$ cat config.mk
export PLATFORM = sky130hd
export DESIGN_NAME = dmem_arbiter_flat
export DESIGN_NICKNAME = d
export VERILOG_FILES = /design/src/rtl/dmem_arbiter_if.sv /design/src/rtl/dmem_arbiter.sv /design/src/flat_wrapper.sv
export SDC_FILE = /design/constraint.sdc
export NUM_CORES = 1
export LEC_CHECK = 0
export ABC_AREA = 1
export CAP_MARGIN = 20
export CORE_AREA = 2 2 189 191
export CTS_CLUSTER_DIAMETER = 200
export DETAILED_ROUTE_END_ITERATION = 10
export DIE_AREA = 0 0 191 193
export PLACE_DENSITY = 0.68
export SYNTH_ARGS = -nofsm -noshare
export SYNTH_HDL_FRONTEND = slang
export SYNTH_SLANG_ARGS = --single-unit
$ cat constraint.sdc
create_clock -name clk -period 1.46 [get_ports clk]
set_clock_uncertainty 0.15 [all_clocks]
set_input_delay 0.292 -clock clk [delete_from_list [all_inputs] [get_ports clk]]
set_output_delay 0.292 -clock clk [all_outputs]
set_load 0.02 [all_outputs]
$ cat src/rtl/dmem_arbiter_if.sv
// Bus bundle for dmem_arbiter: CPU request port, NIC request port and the
// registered data-memory port. master = requester/memory side, slave = arbiter.
interface dmem_arbiter_if #(
    parameter int ADDR_W = 32,
    parameter int DATA_W = 64
);
    logic              cpu_req;
    logic              cpu_wr;
    logic [ADDR_W-1:0] cpu_addr;
    logic [DATA_W-1:0] cpu_wdata;
    logic              cpu_gnt;
    logic              cpu_rvalid;
    logic [DATA_W-1:0] cpu_rdata;

    logic              nic_req;
    logic              nic_wr;
    logic [ADDR_W-1:0] nic_addr;
    logic [DATA_W-1:0] nic_wdata;
    logic              nic_gnt;
    logic              nic_rvalid;
    logic [DATA_W-1:0] nic_rdata;

    logic              mem_en;
    logic              mem_wr_en;
    logic [ADDR_W-1:0] mem_addr;
    logic [DATA_W-1:0] mem_wdata;
    logic [DATA_W-1:0] mem_rdata;

    modport master (
        output cpu_req, cpu_wr, cpu_addr, cpu_wdata,
        input  cpu_gnt, cpu_rvalid, cpu_rdata,
        output nic_req, nic_wr, nic_addr, nic_wdata,
        input  nic_gnt, nic_rvalid, nic_rdata,
        input  mem_en, mem_wr_en, mem_addr, mem_wdata,
        output mem_rdata
    );

    modport slave (
        input  cpu_req, cpu_wr, cpu_addr, cpu_wdata,
        output cpu_gnt, cpu_rvalid, cpu_rdata,
        input  nic_req, nic_wr, nic_addr, nic_wdata,
        output nic_gnt, nic_rvalid, nic_rdata,
        output mem_en, mem_wr_en, mem_addr, mem_wdata,
        input  mem_rdata
    );
endinterface

$ cat src/rtl/dmem_arbiter.sv
// Shares one registered data-memory port between the CPU (port 0) and NIC (port 1).
// Round-robin by default; define DMEM_ARB_CPU_PRIORITY_EN for CPU priority with NIC starvation relief.
module dmem_arbiter #(
    parameter int ADDR_W     = 32,
    parameter int DATA_W     = 64,
    parameter int STARVE_MAX = 4
) (
    input logic           clk,
    input logic           reset,
    dmem_arbiter_if.slave bus
);
    localparam int CNT_W = $clog2(STARVE_MAX + 1);

    typedef enum logic {PORT_CPU = 1'b0, PORT_NIC = 1'b1} port_e;

    port_e             last_gnt;
    port_e             winner;
    logic [CNT_W-1:0]  starve_cnt;
    logic              cpu_gnt;
    logic              nic_gnt;
    logic              any_gnt;
    logic              win_wr;
    logic [ADDR_W-1:0] win_addr;
    logic [DATA_W-1:0] win_wdata;

    logic              mem_en;
    logic              mem_wr_en;
    logic [ADDR_W-1:0] mem_addr;
    logic [DATA_W-1:0] mem_wdata;

    // Return tag: stage 1 lines up with mem_en, stage 2 with mem_rdata.
    logic              s1_valid;
    logic              s1_read;
    port_e             s1_id;
    logic              s2_valid;
    logic              s2_read;
    port_e             s2_id;

    logic              cpu_rvalid;
    logic              nic_rvalid;
    logic [DATA_W-1:0] cpu_rdata;
    logic [DATA_W-1:0] nic_rdata;

    always_comb begin
        cpu_gnt = 1'b0;
        nic_gnt = 1'b0;
        if (!reset) begin
            if (bus.cpu_req && bus.nic_req) begin
`ifdef DMEM_ARB_CPU_PRIORITY_EN
                if (starve_cnt == CNT_W'(STARVE_MAX - 1)) nic_gnt = 1'b1;
                else                                      cpu_gnt = 1'b1;
`else
                if (last_gnt == PORT_NIC) cpu_gnt = 1'b1;
                else                      nic_gnt = 1'b1;
`endif
            end else begin
                cpu_gnt = bus.cpu_req;
                nic_gnt = bus.nic_req;
            end
        end
    end

    always_comb begin
        any_gnt   = cpu_gnt | nic_gnt;
        winner    = nic_gnt ? PORT_NIC : PORT_CPU;
        win_wr    = nic_gnt ? bus.nic_wr    : bus.cpu_wr;
        win_addr  = nic_gnt ? bus.nic_addr  : bus.cpu_addr;
        win_wdata = nic_gnt ? bus.nic_wdata : bus.cpu_wdata;
    end

    always_ff @(posedge clk) begin
        if (reset) begin
            last_gnt   <= PORT_NIC;
            starve_cnt <= '0;
            mem_en     <= 1'b0;
            mem_wr_en  <= 1'b0;
            mem_addr   <= '0;
            mem_wdata  <= '0;
            s1_valid   <= 1'b0;
            s1_read    <= 1'b0;
            s1_id      <= PORT_CPU;
            s2_valid   <= 1'b0;
            s2_read    <= 1'b0;
            s2_id      <= PORT_CPU;
            cpu_rvalid <= 1'b0;
            nic_rvalid <= 1'b0;
            cpu_rdata  <= '0;
            nic_rdata  <= '0;
        end else begin
            mem_en    <= any_gnt;
            mem_wr_en <= any_gnt & win_wr;
            if (any_gnt) begin
                mem_addr  <= win_addr;
                mem_wdata <= win_wdata;
                last_gnt  <= winner;
            end

            s1_valid <= any_gnt;
            s1_read  <= ~win_wr;
            s1_id    <= winner;
            s2_valid <= s1_valid;
            s2_read  <= s1_read;
            s2_id    <= s1_id;

            cpu_rvalid <= s2_valid & s2_read & (s2_id == PORT_CPU);
            nic_rvalid <= s2_valid & s2_read & (s2_id == PORT_NIC);
            if (s2_valid && s2_read && s2_id == PORT_CPU) cpu_rdata <= bus.mem_rdata;
            if (s2_valid && s2_read && s2_id == PORT_NIC) nic_rdata <= bus.mem_rdata;

`ifdef DMEM_ARB_CPU_PRIORITY_EN
            // A NIC request that is not granted can only have lost contention.
            if (nic_gnt || !bus.nic_req) starve_cnt <= '0;
            else                         starve_cnt <= starve_cnt + 1'b1;
`else
            starve_cnt <= '0;
`endif
        end
    end

`ifndef DMEM_ARB_CPU_PRIORITY_EN
    logic unused_starve;
    assign unused_starve = ^starve_cnt;
`endif

    assign bus.cpu_gnt    = cpu_gnt;
    assign bus.nic_gnt    = nic_gnt;
    assign bus.mem_en     = mem_en;
    assign bus.mem_wr_en  = mem_wr_en;
    assign bus.mem_addr   = mem_addr;
    assign bus.mem_wdata  = mem_wdata;
    assign bus.cpu_rvalid = cpu_rvalid;
    assign bus.nic_rvalid = nic_rvalid;
    assign bus.cpu_rdata  = cpu_rdata;
    assign bus.nic_rdata  = nic_rdata;
endmodule
$ cat src/flat_wrapper.sv
// flat-port wrapper written by rule: the top's interface ports become plain ports
module dmem_arbiter_flat 
#(
    parameter int ADDR_W     = 32,
    parameter int DATA_W     = 64,
    parameter int STARVE_MAX = 4
)
  (clk, reset, bus_cpu_req, bus_cpu_wr, bus_cpu_addr, bus_cpu_wdata, bus_cpu_gnt, bus_cpu_rvalid, bus_cpu_rdata, bus_nic_req, bus_nic_wr, bus_nic_addr, bus_nic_wdata, bus_nic_gnt, bus_nic_rvalid, bus_nic_rdata, bus_mem_en, bus_mem_wr_en, bus_mem_addr, bus_mem_wdata, bus_mem_rdata);
  dmem_arbiter_if #(.ADDR_W(ADDR_W), .DATA_W(DATA_W)) bus_i ();
  input logic clk;
  input logic reset;
  input wire logic [$bits(bus_i.cpu_req)-1:0] bus_cpu_req;
  input wire logic [$bits(bus_i.cpu_wr)-1:0] bus_cpu_wr;
  input wire logic [$bits(bus_i.cpu_addr)-1:0] bus_cpu_addr;
  input wire logic [$bits(bus_i.cpu_wdata)-1:0] bus_cpu_wdata;
  output wire logic [$bits(bus_i.cpu_gnt)-1:0] bus_cpu_gnt;
  output wire logic [$bits(bus_i.cpu_rvalid)-1:0] bus_cpu_rvalid;
  output wire logic [$bits(bus_i.cpu_rdata)-1:0] bus_cpu_rdata;
  input wire logic [$bits(bus_i.nic_req)-1:0] bus_nic_req;
  input wire logic [$bits(bus_i.nic_wr)-1:0] bus_nic_wr;
  input wire logic [$bits(bus_i.nic_addr)-1:0] bus_nic_addr;
  input wire logic [$bits(bus_i.nic_wdata)-1:0] bus_nic_wdata;
  output wire logic [$bits(bus_i.nic_gnt)-1:0] bus_nic_gnt;
  output wire logic [$bits(bus_i.nic_rvalid)-1:0] bus_nic_rvalid;
  output wire logic [$bits(bus_i.nic_rdata)-1:0] bus_nic_rdata;
  output wire logic [$bits(bus_i.mem_en)-1:0] bus_mem_en;
  output wire logic [$bits(bus_i.mem_wr_en)-1:0] bus_mem_wr_en;
  output wire logic [$bits(bus_i.mem_addr)-1:0] bus_mem_addr;
  output wire logic [$bits(bus_i.mem_wdata)-1:0] bus_mem_wdata;
  input wire logic [$bits(bus_i.mem_rdata)-1:0] bus_mem_rdata;
  assign bus_i.cpu_req = bus_cpu_req;
  assign bus_i.cpu_wr = bus_cpu_wr;
  assign bus_i.cpu_addr = bus_cpu_addr;
  assign bus_i.cpu_wdata = bus_cpu_wdata;
  assign bus_cpu_gnt = bus_i.cpu_gnt;
  assign bus_cpu_rvalid = bus_i.cpu_rvalid;
  assign bus_cpu_rdata = bus_i.cpu_rdata;
  assign bus_i.nic_req = bus_nic_req;
  assign bus_i.nic_wr = bus_nic_wr;
  assign bus_i.nic_addr = bus_nic_addr;
  assign bus_i.nic_wdata = bus_nic_wdata;
  assign bus_nic_gnt = bus_i.nic_gnt;
  assign bus_nic_rvalid = bus_i.nic_rvalid;
  assign bus_nic_rdata = bus_i.nic_rdata;
  assign bus_mem_en = bus_i.mem_en;
  assign bus_mem_wr_en = bus_i.mem_wr_en;
  assign bus_mem_addr = bus_i.mem_addr;
  assign bus_mem_wdata = bus_i.mem_wdata;
  assign bus_i.mem_rdata = bus_mem_rdata;
  dmem_arbiter #(.ADDR_W(ADDR_W), .DATA_W(DATA_W), .STARVE_MAX(STARVE_MAX)) u_core (.clk(clk), .reset(reset), .bus(bus_i));
endmodule
Word level (Yosys, flattened, before mapping)
Cells that the tools add are included.

storage, ports and cells
  bits in registers = 234
  logic and storage cells = 35

cells by class
  multiplexer cells = 10
  bitwise operators = 7
  reductions and logical operators = 4

operators with widths
  operator           count
  2-to-1 mux 64 bit  1
  2-to-1 mux 32 bit  1
  2-to-1 mux 1 bit   8
  bitwise AND 1 bit  4
  logical AND 1 bit  4
  NOT 1 bit          2
  OR 1 bit           1

Depth between registers and ports, before layout
  depth after elaboration = 5
  depth in mapped cells = 9

Worst setup path before layout
Ideal clock, no wire load.

  kind = input port to output port
  from = in reset
  to = out bus_cpu_gnt
  arrival time = 1.155 ns
  data required time = 1.018 ns
  setup slack = -0.137 ns
  stages = 4
  buffers on the path = 3
  path through = buf_2 clkbuf_1 clkbuf_1 nor2_1

on the way
  cells in the longest elaborated chain, start to end = 1

ends and longest elaborated chain
  item              line                RTL
  start, declared   flat_wrapper.sv:11  input logic reset;
  2-to-1 mux 1 bit  dmem_arbiter.sv:47  if (!reset) begin
  end, declared     flat_wrapper.sv:16  output wire logic [$bits(bus_i.cpu_gnt)-1:0] bus_cpu_gnt;

Every way passes these cells.

Final worst setup path
  from = reg u_core.last_gnt
  to = out bus_cpu_gnt

on the way
  cells in the longest elaborated chain, start to end = 3

ends and longest elaborated chain
  item                    line                RTL
  start, declared         dmem_arbiter.sv:16  port_e last_gnt;
  start signal, assigned  dmem_arbiter.sv:95  last_gnt <= winner;
  2-to-1 mux 1 bit        dmem_arbiter.sv:53  if (last_gnt == PORT_NIC) cpu_gnt = 1'b1;
  2-to-1 mux 1 bit        dmem_arbiter.sv:48  if (bus.cpu_req && bus.nic_req) begin
  2-to-1 mux 1 bit        dmem_arbiter.sv:47

Every way passes these cells.

==> results_dict.tcl <==
set metrics [dict create \
    status "finished with violations" \
    failed_checks "negative setup slack" \
    hold_path_end "u_core.bus.mem_wr_en" \
    grt_pass1_vias 11200 \
    grt-ovfl-total 0 \
    cts_sinks 234 \
    wirelength_um 42400 \
    regToRegSetupSlack_ps -150 \
    cts_buffer_depth 3 \
    worstMarginPinSlew_ps 479 \
    initialDrtViolationCount 787 \
    row_count 69 \
    power.share.sequential_pct 39.7 \
    r2r_cells 10 \
    start_util_pct 28.7 \
    antenna_found_initial 0 \
    detailroute.via_count 11800 \
    dieArea_um2 36900 \
    required_ps 1020 \
    r2r-end "u_core.bus.mem_wdata[15]" \
    synthesis.area_um2 10000 \
    grt_usage_pct 20.7 \
    cts-buffers-inserted 28 \
    cap_violations 0 \
    syn_inst 1445 \
    setup_viol 175 \
    critPathMaxStageDelay_ps 320 \
    hold_depth 5 \
    core_area_um2 35000 \
    hold_path.class "in2reg" \
    yosysWarnings 0 \
    insertedDiodeCount 0 \
    clkTransAtPathRegs_ps 60 \
    place_area_um2 16000 \
    vdd_drop_max_mv 1.02 \
    path_class "reg2out" \
    routedWlPerCell_um 17.2 \
    cts_tree "built" \
    crit_start "u_core.last_gnt" \
    maxSlewHeadroom_pct 68.1 \
    fmax_mhz 557 \
    ys_seq_elements 234 \
    grt_max_degree 65 \
    clkPwrFrac_pct 41.1 \
    ant_nets 0 \
    die_h_um 193 \
    syn_nets 1707 \
    boundaryPins 492 \
    syn_to_final_growth_pct 82.0 \
    nNetsFinal 2247 \
    p_switching_mw 4.68 \
    hold_viol_final 0 \
    p_int_mw 12.7 \
    hpwl_um 28500 \
    rr_startpoint "u_core.last_gnt" \
    end_kind "primary output" \
    synthDistinctLibCells 15 \
    drc_errors 0 \
    finalWorstSetupSlack_ps -336 \
    pre_cts_ws_ps -448 \
    crit_slowest_cell "dfxtp_2" \
    critPathArrivalTime_ps 1350 \
    crit_chain "buf_6 > o21ai_4 > nor2_4 > buf_12" \
    seq_area_frac_synth_pct 46.7 \
    final_util_pct 52.2 \
    clk_latency_ps 560 \
    root_buffer "clkbuf_16" \
    pwr-share-comb_pct 19.2 \
    p_per_area_nw_per_um2 952 \
    grt_pass1_wl_um 61100 \
    min_period_over_period_pct 123 \
    vias_per_cell 4.78 \
    switching_share_pct 27.0 \
    startpoint_type "register" \
    routabilityCongestion 0.934 \
    fin_area_um2 18200 \
    period_minus_slack_ps 1800 \
    die_x_um 191 \
    drt_first_pass_iters 5 \
    tns_ps -11160 \
    htree_levels 1 \
    io_buffers 491 \
    min_from "reset" \
    grt_setup_unrepaired "true" \
    worst-path-max-fanout 2 \
    syn_area_per_cell_um2 6.94 \
    total_power_mw 17.4 \
    slew_viol_final 0 \
    drive_above_1_share_pct 33.2 \
    p_leak_nw 8.40 \
]
==> worst max-delay path, delay by kind of cell, from the launching register on <==
family / cells / cell delay (ps)
flip-flops: 1 / 320
buffers and inverters: 2 / 240
AO/OA/AOI/OAI: 1 / 150
AND/OR/NAND/NOR: 1 / 60
==> layer usage <==
metal	GRT usage (%)	wire, um	vias up
met5	0	0	-
met1	25.3	16700	5468
met2	35.6	20900	483
met3	4.02	3120	111
li1	-	-	5731
met4	8.97	1690	0
==> cell usage in the layout (no fill, tap or decap), types with 3 or more instances in the layout <==
master and count:
a21oi_1 161, buf_12 31, buf_4 98, buf_6 234, clkbuf_1 6, clkbuf_16 36
clkbuf_8 6, clkdlybuf4s50_1 258, clkinv_2 6, dfxtp_1 4, dfxtp_2 227, dfxtp_4 3
inv_1 199, inv_2 3, nand2_1 258, nand2_2 4, nand3_1 159, nand4_1 96
nor2_1 134, o21ai_0 64
==> worst max-delay path by stage <==
stage,to,slack [ps],depth (start not counted)
after global routing,bus_nic_gnt,-380,5
after global placement,u_core.bus.mem_wdata[2],-430,8
final,bus_cpu_gnt,-340,4
after CTS,bus_cpu_gnt,-360,4
after detailed placement,u_core.bus.mem_wdata[2],-450,8
after floorplan,bus_cpu_gnt,-10,4
==> state kept, by name (all words and copies together), names as in the netlist <==
| signal | cells |
|---|---|
| u_core.bus.nic_rdata | 64 |
| u_core.s2_id | 1 |
| u_core.s2_valid | 1 |
| u_core.bus.mem_addr | 32 |
| u_core.bus.cpu_rdata | 64 |
| u_core.s1_id | 1 |
| u_core.bus.mem_wdata | 64 |
| u_core.s2_read | 1 |
| u_core.bus.mem_en | 1 |
| u_core.last_gnt | 1 |
| u_core.s1_read | 1 |
| u_core.bus.cpu_rvalid | 1 |
| u_core.bus.mem_wr_en | 1 |
| u_core.bus.nic_rvalid | 1 |
==> power by group through the flow <==
stage	Sequential, mW	Combinational (mW)	Clock [mW]
after CTS	6.89	3.17	7.26
after global routing	6.92	3.58	7.54
after floorplan	7.22	0.938	0
after detailed placement	6.93	3.02	0
final	6.89	3.34	7.14
after global placement	6.93	3.01	0
==> kinds of logic (layout without fill, tap and decap cells) <==
kind of cell	Yosys count	count (layout)	share of synthesized area [%]
AOI/OAI and AO/OA	227	227	11.4
buffers and inverters	327	888	12.8
DFF	234	234	46.7
and+or+nand+nor	657	657	29.0
==> layout make-up <==
type / instances / area, um^2
Clock buffer: 40 / 806
Clock inverter: 11 / 136
Fill cell: 3189 / 16700
Inverter: 204 / 771
Multi-Input combinational cell: 884 / 4120
Sequential cell: 234 / 4980
Tap cell: 461 / 577
Timing Repair Buffer: 633 / 6850
==> synth_stat cells <==
| library cell | number | area [um^2] |
|---|---|---|
| a21oi_1 | 161 | 806 |
| buf_1 | 13 | 48.8 |
| buf_2 | 28 | 140 |
| buf_4 | 5 | 37.5 |
| clkbuf_1 | 77 | 289 |
| dfxtp_1 | 234 | 4680 |
| inv_1 | 202 | 758 |
| inv_2 | 1 | 3.75 |
| inv_4 | 1 | 6.26 |
| nand2_1 | 263 | 987 |
| nand3_1 | 162 | 811 |
| nand4_1 | 96 | 601 |
| nor2_1 | 136 | 510 |
| o21ai_0 | 65 | 325 |
| o21ai_4 | 1 | 16.3 |
==> metrics by stage <==
step	hold WS (ps)	cells
2_1_floorplan	238	1445
6_report	20.8	2467
3_3_place_gp	236	2344
5_1_grt	40.2	2467
3_5_place_dp	242	2344
4_1_cts	7.53	2425
==> repair_timing <==
item | in CTS | in global routing
setup endpoints to repair | 230 | 325
resized for setup | 1627 | 11
endpoints found under the hold margin | 1 | 0
setup buffers | 29 | 36
pin swaps | 6 | 2
hold buffers | 1 | 0
gates cloned | 0 | 8
(Power assumes the default switching activity.)
